<file path="src/rtl/bsg_link_pkg.sv">
// Shared definitions for the BSG narrow link: io/core widths, the halfword
// that one flow-control credit stands for, and the transmitter byte-slot
// naming used by the link models and monitors.
package bsg_link_pkg;

  localparam int LINK_IO_W   = 8;
  // One credit is one 16-bit receiver buffer entry, which is two io bytes.
  localparam int LINK_HALF_W = 2 * LINK_IO_W;
  localparam int LINK_CORE_W = 2 * LINK_HALF_W;

  // B0..B3 name the byte slot of the held word currently on the link.
  typedef enum logic [2:0] {
    TX_IDLE = 3'd0,
    TX_B0   = 3'd1,
    TX_B1   = 3'd2,
    TX_B2   = 3'd3,
    TX_B3   = 3'd4
  } tx_state_e;

  // First byte of a halfword; emitting it claims a receiver credit.
  function automatic logic is_halfword_start(input tx_state_e s);
    return (s == TX_B0) || (s == TX_B2);
  endfunction

endpackage

</file>
<file path="src/rtl/bsg_link_credit_counter.sv">
// Up/down credit counter. Starts full, saturates at MAX, and latches a
// sticky overflow flag if an increment arrives while already full.
module bsg_link_credit_counter #(
  parameter  int MAX   = 64,
  localparam int CNT_W = $clog2(MAX + 1)
) (
  input  logic             clk,
  input  logic             rst,
  input  logic             inc_i,
  input  logic             dec_i,
  output logic [CNT_W-1:0] count_o,
  output logic             ovf_o
);

  localparam logic [CNT_W-1:0] FULL = CNT_W'(MAX);

  logic [CNT_W-1:0] count_q, count_d;
  logic             ovf_q, ovf_d;

  // Next count: simultaneous inc/dec cancel; full+inc saturates and flags.
  always_comb begin
    count_d = count_q;
    ovf_d   = ovf_q;
    if (inc_i && !dec_i) begin
      if (count_q == FULL) begin
        ovf_d = 1'b1;
      end else begin
        count_d = count_q + 1'b1;
      end
    end else if (dec_i && !inc_i && (count_q != '0)) begin
      count_d = count_q - 1'b1;
    end
  end

  // Count and sticky overflow registers.
  always_ff @(posedge clk or posedge rst) begin
    if (rst) begin
      count_q <= FULL;
      ovf_q   <= 1'b0;
    end else begin
      count_q <= count_d;
      ovf_q   <= ovf_d;
    end
  end

  assign count_o = count_q;
  assign ovf_o   = ovf_q;

endmodule

</file>
<file path="src/rtl/bsg_upstream_tx.sv">
// Transmit end of the BSG narrow link: takes 32-bit core words and sends
// them as four io bytes, low byte of each halfword first, gated by
// halfword credits returned from the receiver.
//
// state   | meaning
// --------+-----------------------------------------------------------
// TX_IDLE | no word held; ready for a core word
// TX_B0   | byte [7:0] pending; needs a credit, stalls at zero credits
// TX_B1   | byte [15:8] on the link (halfword 0 already paid for)
// TX_B2   | byte [23:16] pending; needs a credit, stalls at zero
// TX_B3   | byte [31:24] on the link; may accept the next word
module bsg_upstream_tx
  import bsg_link_pkg::*;
#(
  parameter  int CORE_W  = LINK_CORE_W,
  parameter  int IO_W    = LINK_IO_W,
  parameter  int CREDITS = 64,
  localparam int CNT_W   = $clog2(CREDITS + 1)
) (
  input  logic              clk,
  input  logic              rst,
  input  logic              core_valid_in,
  input  logic [CORE_W-1:0] core_data_in,
  output logic              core_ready_out,
  output logic              io_valid_out,
  output logic [IO_W-1:0]   io_data_out,
  input  logic              io_token_in,
  output logic [CNT_W-1:0]  credits_avail,
  output logic              err_credit_ovf
);

  tx_state_e         state_q, state_d;
  logic [CORE_W-1:0] hold_q, hold_d;
  logic              accept;
  logic              consume;
  logic [CNT_W-1:0]  credits;

  bsg_link_credit_counter #(
    .MAX(CREDITS)
  ) u_credit_counter (
    .clk     (clk),
    .rst     (rst),
    .inc_i   (io_token_in),
    .dec_i   (consume),
    .count_o (credits),
    .ovf_o   (err_credit_ovf)
  );

  assign credits_avail = credits;

  // Handshake, byte selection, credit consumption and next state.
  always_comb begin
    state_d     = state_q;
    hold_d      = hold_q;
    io_data_out = '0;

    // Taking the next word in B3 lets words stream with no idle cycle.
    core_ready_out = (state_q == TX_IDLE) || (state_q == TX_B3);
    accept         = core_valid_in && core_ready_out;

    // A halfword only starts when the receiver has room for all of it.
    io_valid_out = (state_q != TX_IDLE) &&
                   (!is_halfword_start(state_q) || (credits != '0));
    consume      = io_valid_out && is_halfword_start(state_q);

    // During a stall the pending byte stays on the data lines.
    case (state_q)
      TX_B0:   io_data_out = hold_q[IO_W-1:0];
      TX_B1:   io_data_out = hold_q[2*IO_W-1:IO_W];
      TX_B2:   io_data_out = hold_q[3*IO_W-1:2*IO_W];
      TX_B3:   io_data_out = hold_q[4*IO_W-1:3*IO_W];
      default: io_data_out = '0;
    endcase

    case (state_q)
      TX_IDLE: if (accept) state_d = TX_B0;
      TX_B0:   if (io_valid_out) state_d = TX_B1;
      TX_B1:   state_d = TX_B2;
      TX_B2:   if (io_valid_out) state_d = TX_B3;
      TX_B3:   state_d = accept ? TX_B0 : TX_IDLE;
      default: state_d = TX_IDLE;
    endcase

    if (accept) hold_d = core_data_in;
  end

  // State and held-word registers.
  always_ff @(posedge clk or posedge rst) begin
    if (rst) begin
      state_q <= TX_IDLE;
      hold_q  <= '0;
    end else begin
      state_q <= state_d;
      hold_q  <= hold_d;
    end
  end

endmodule

</file>
<file path="config.mk">
export PLATFORM = sky130hd
export DESIGN_NAME = bsg_upstream_tx
export DESIGN_NICKNAME = d
export VERILOG_FILES = /design/src/rtl/bsg_link_pkg.sv /design/src/rtl/bsg_link_credit_counter.sv /design/src/rtl/bsg_upstream_tx.sv
export SDC_FILE = /design/constraint.sdc
export NUM_CORES = 1
export LEC_CHECK = 0
export ABC_CLOCK_PERIOD_IN_PS = 4350
export BUFFER_PORTS_ARGS = -buffer_cell sky130_fd_sc_hd__clkbuf_2
export CAP_MARGIN = 20
export CORE_ASPECT_RATIO = 2
export CORE_MARGIN = 1
export CORE_UTILIZATION = 40
export CTS_CLUSTER_SIZE = 8
export DETAILED_ROUTE_END_ITERATION = 12
export GPL_TIMING_DRIVEN = 0
export PLACE_DENSITY_LB_ADDON = 0.12
export SLEW_MARGIN = 20
export SYNTH_ARGS = -nofsm -noshare
export SYNTH_HDL_FRONTEND = slang
export SYNTH_SLANG_ARGS = --single-unit
</file>
<file path="constraint.sdc">
create_clock -name clk -period 4.35 [get_ports clk]
set_input_delay 0.2175 -clock clk [delete_from_list [all_inputs] [get_ports clk]]
set_output_delay 0.2175 -clock clk [all_outputs]
set_load 0.01 [all_outputs]
</file>
==> flow_summary.yaml <==
place:
  finalWeightedCongestion: 0.7158
  hpwl_mm: 3.686
  dpl.cell_count: 294
  port-buffer-count: 53
clock_network:
  cts-buffers-inserted: 5
  cts_resized: 0
  cts_tree: "done"
  path_clk_slew_ps: 100
  root_buffer: "clkbuf_8"
  htree_levels: 2
  post_cts_buffers: 0
  clock_sinks: 43
  clkLatencyLatePin_ps: 310
  cts_hold_buf: 1
  cts_buffer_depth: 2
setup_path:
  cp-end-kind: "flop"
  arrival_ps: 3030
  cp-start-kind: "flop"
  required_ps: 4540
  crit_type: "reg2reg"
  crit_fanout: 9
  ff2ff_path_depth: 9
timing:
  max_freq_mhz: 351.8
  max-slew-margin-rel_pct: 44.07
  slew_violations: 0
  worst_pin_slew_ps: 835.7
  rsz0062_at_grt: "no"
  fin_crit_ps: 2842
  period_share_pct: 65.34
  hold_viol: 0
  skew_ps: 12.32
  final.setup.tns_ps: 0
  setup_violations: 0
grt:
  grtUsageTotal_pct: 18.32
  grt_antenna_before_repair: 0
  grt_pass1_vias: 1613
  grt_pass1_wl_mm: 7.659
  grt_max_degree: 30
  overflow: 0
drt:
  drt_iter0_drc: 22
  drc: 0
  vias: 1598
  firstDrtPassIters: 4
  ant_nets: 0
  wl_per_cell_um: 15.57
  drt_wl_total_mm: 4.719
  detail_route.vias_per_cell: 5.274
die:
  ioPinCount: 54
  die_area_mm2: 0.005904
  initial_utilization_pct: 41.20
  fp.dieH_um: 107.7
  die_w_um: 54.84
  rows: 38
  coreArea_mm2: 0.005420
synthesis:
  synth_top_area_share_pct: 47.06
  ys.flop_type: "dfrtp_1"
  synth_most_common_cell: "dfrtp_1"
  async_flop_share_pct: 100.0
  synth_edf_count: 0
  synth_common_cells: "dfrtp_1, mux2_2, nand2_1"
  yosys.area.top_type: "dfrtp_1"
  syn-cell-area_mm2: 0.002233
  synthTopCellsByArea: "dfrtp_1, mux2_2, ha_1"
  syn_inst: 180
  synth_seq_cells: 43
  seq_area_frac_synth_pct: 48.24
  syn_nets: 223
  yosysWarnings: 0
  ys_types: 38
  synth.avg_cell_area_um2: 12.41
cells_and_area:
  area_growth_pct: 20.73
  seqCellArea_mm2: 0.001077
  drive_above_1_share_pct: 48.97
  fin_nets: 285
  num_antenna_cells: 0
  fill_cells: 547
  multiInputGateArea_mm2: 0.001112
  layout.cells.non_filler: 303
min_path:
  hold_depth: 2
  hp-class: "in2reg"
pwr:
  power.density_mw_per_mm2: 805.0
  ir_worst_vdd_uv: 491.1
  power_mw: 2.171
  leakagePower_nw: 1.214
status:
  outcome: "complete, no violations"
job:
  max_cap_viol_count: 0
area by class of cell:
| cell class | instances | area share [%] |
|---|---|---|
| clock buffers | 5 | 2.552 |
| inverters | 2 | 0.2784 |
| plain buffers | 9 | 1.346 |
| multi-input cells | 126 | 41.25 |
| clock inverters | 3 | 0.8817 |
| repair buffers | 55 | 10.95 |
| well taps | 60 | 2.784 |
| flip-flops and latches | 43 | 39.95 |
final timing paths:
path	slack, ps	from	endpoint
setup / recovery	1510	state_q[0]	u_credit_counter.count_o[5]
hold / removal	130	core_data_in[26]	hold_q[26]
setup reg to reg	1510	state_q[0]	u_credit_counter.count_o[5]
hold reg to reg	500	u_credit_counter.ovf_o	u_credit_counter.ovf_o
max in group asynchronous	3470	rst	hold_q[8]
min in group asynchronous	400	rst	hold_q[21]
state kept, by name, summed over array words and instances (netlist names):
register                  flops
u_credit_counter.ovf_o        1
state_q                       3
hold_q                       32
u_credit_counter.count_o      7
where the power goes:
part | internal (mW) | switching [mW]
Combinational | 0.616 | 0.525
Sequential | 0.612 | 0.151
Clock | 0.115 | 0.152
placed cells by master (no fill, tap or decap), types with 3 or more instances in the layout:
master     n
clkbuf_2  53
dfrtp_1   42
mux2_2    40
nand2_1   12
o21ai_0    9
a22oi_1    8
clkbuf_1   6
ha_1       6
nor2_1     5
a21oi_1    5
mux2_4     5
clkbuf_8   5
xnor2_1    4
xor2_1     3
nor2b_1    3
per-layer routing:
| layer | wire length, um | vias to the layer above | GRT usage [%] |
|---|---|---|---|
| met3 | 227 | 6 | 3.955 |
| met5 | 0 | - | 0 |
| met2 | 2605 | 41 | 32.79 |
| li1 | - | 775 | - |
| met4 | 80 | 0 | 6.593 |
| met1 | 1805 | 776 | 19.62 |
kinds of logic after synthesis:
family          synth area share, %
flops                         48.24
compound gates                10.98
fa+ha+maj                     4.258
xor+xnor                      2.745
buf+inv                       1.961
mux                           23.53
simple gates                  8.292
critical path, cell delays in order, from the launching register on:
cell       delay, ps
dfrtp_1          330
clkbuf_1         300
nand2b_1         130
a2bb2oi_1        690
ha_1             370
a21oi_1          220
o211ai_1         130
a21oi_1          220
xnor2_1           90
mux2_4           250
through the flow:
stage          area, um2  setup WS, ps  hold WS [ps]  util [%]
2_1_floorplan       2233          1745         369.2         -
3_3_place_gp        2574          1444         450.8     47.48
3_5_place_dp        2594          1443         191.7     47.85
4_1_cts             2696          1412         127.0     49.75
5_1_grt             2696          1188         131.5     49.75
6_report            2696          1508         131.7     49.75
Power figures use the tool's default switching activity.
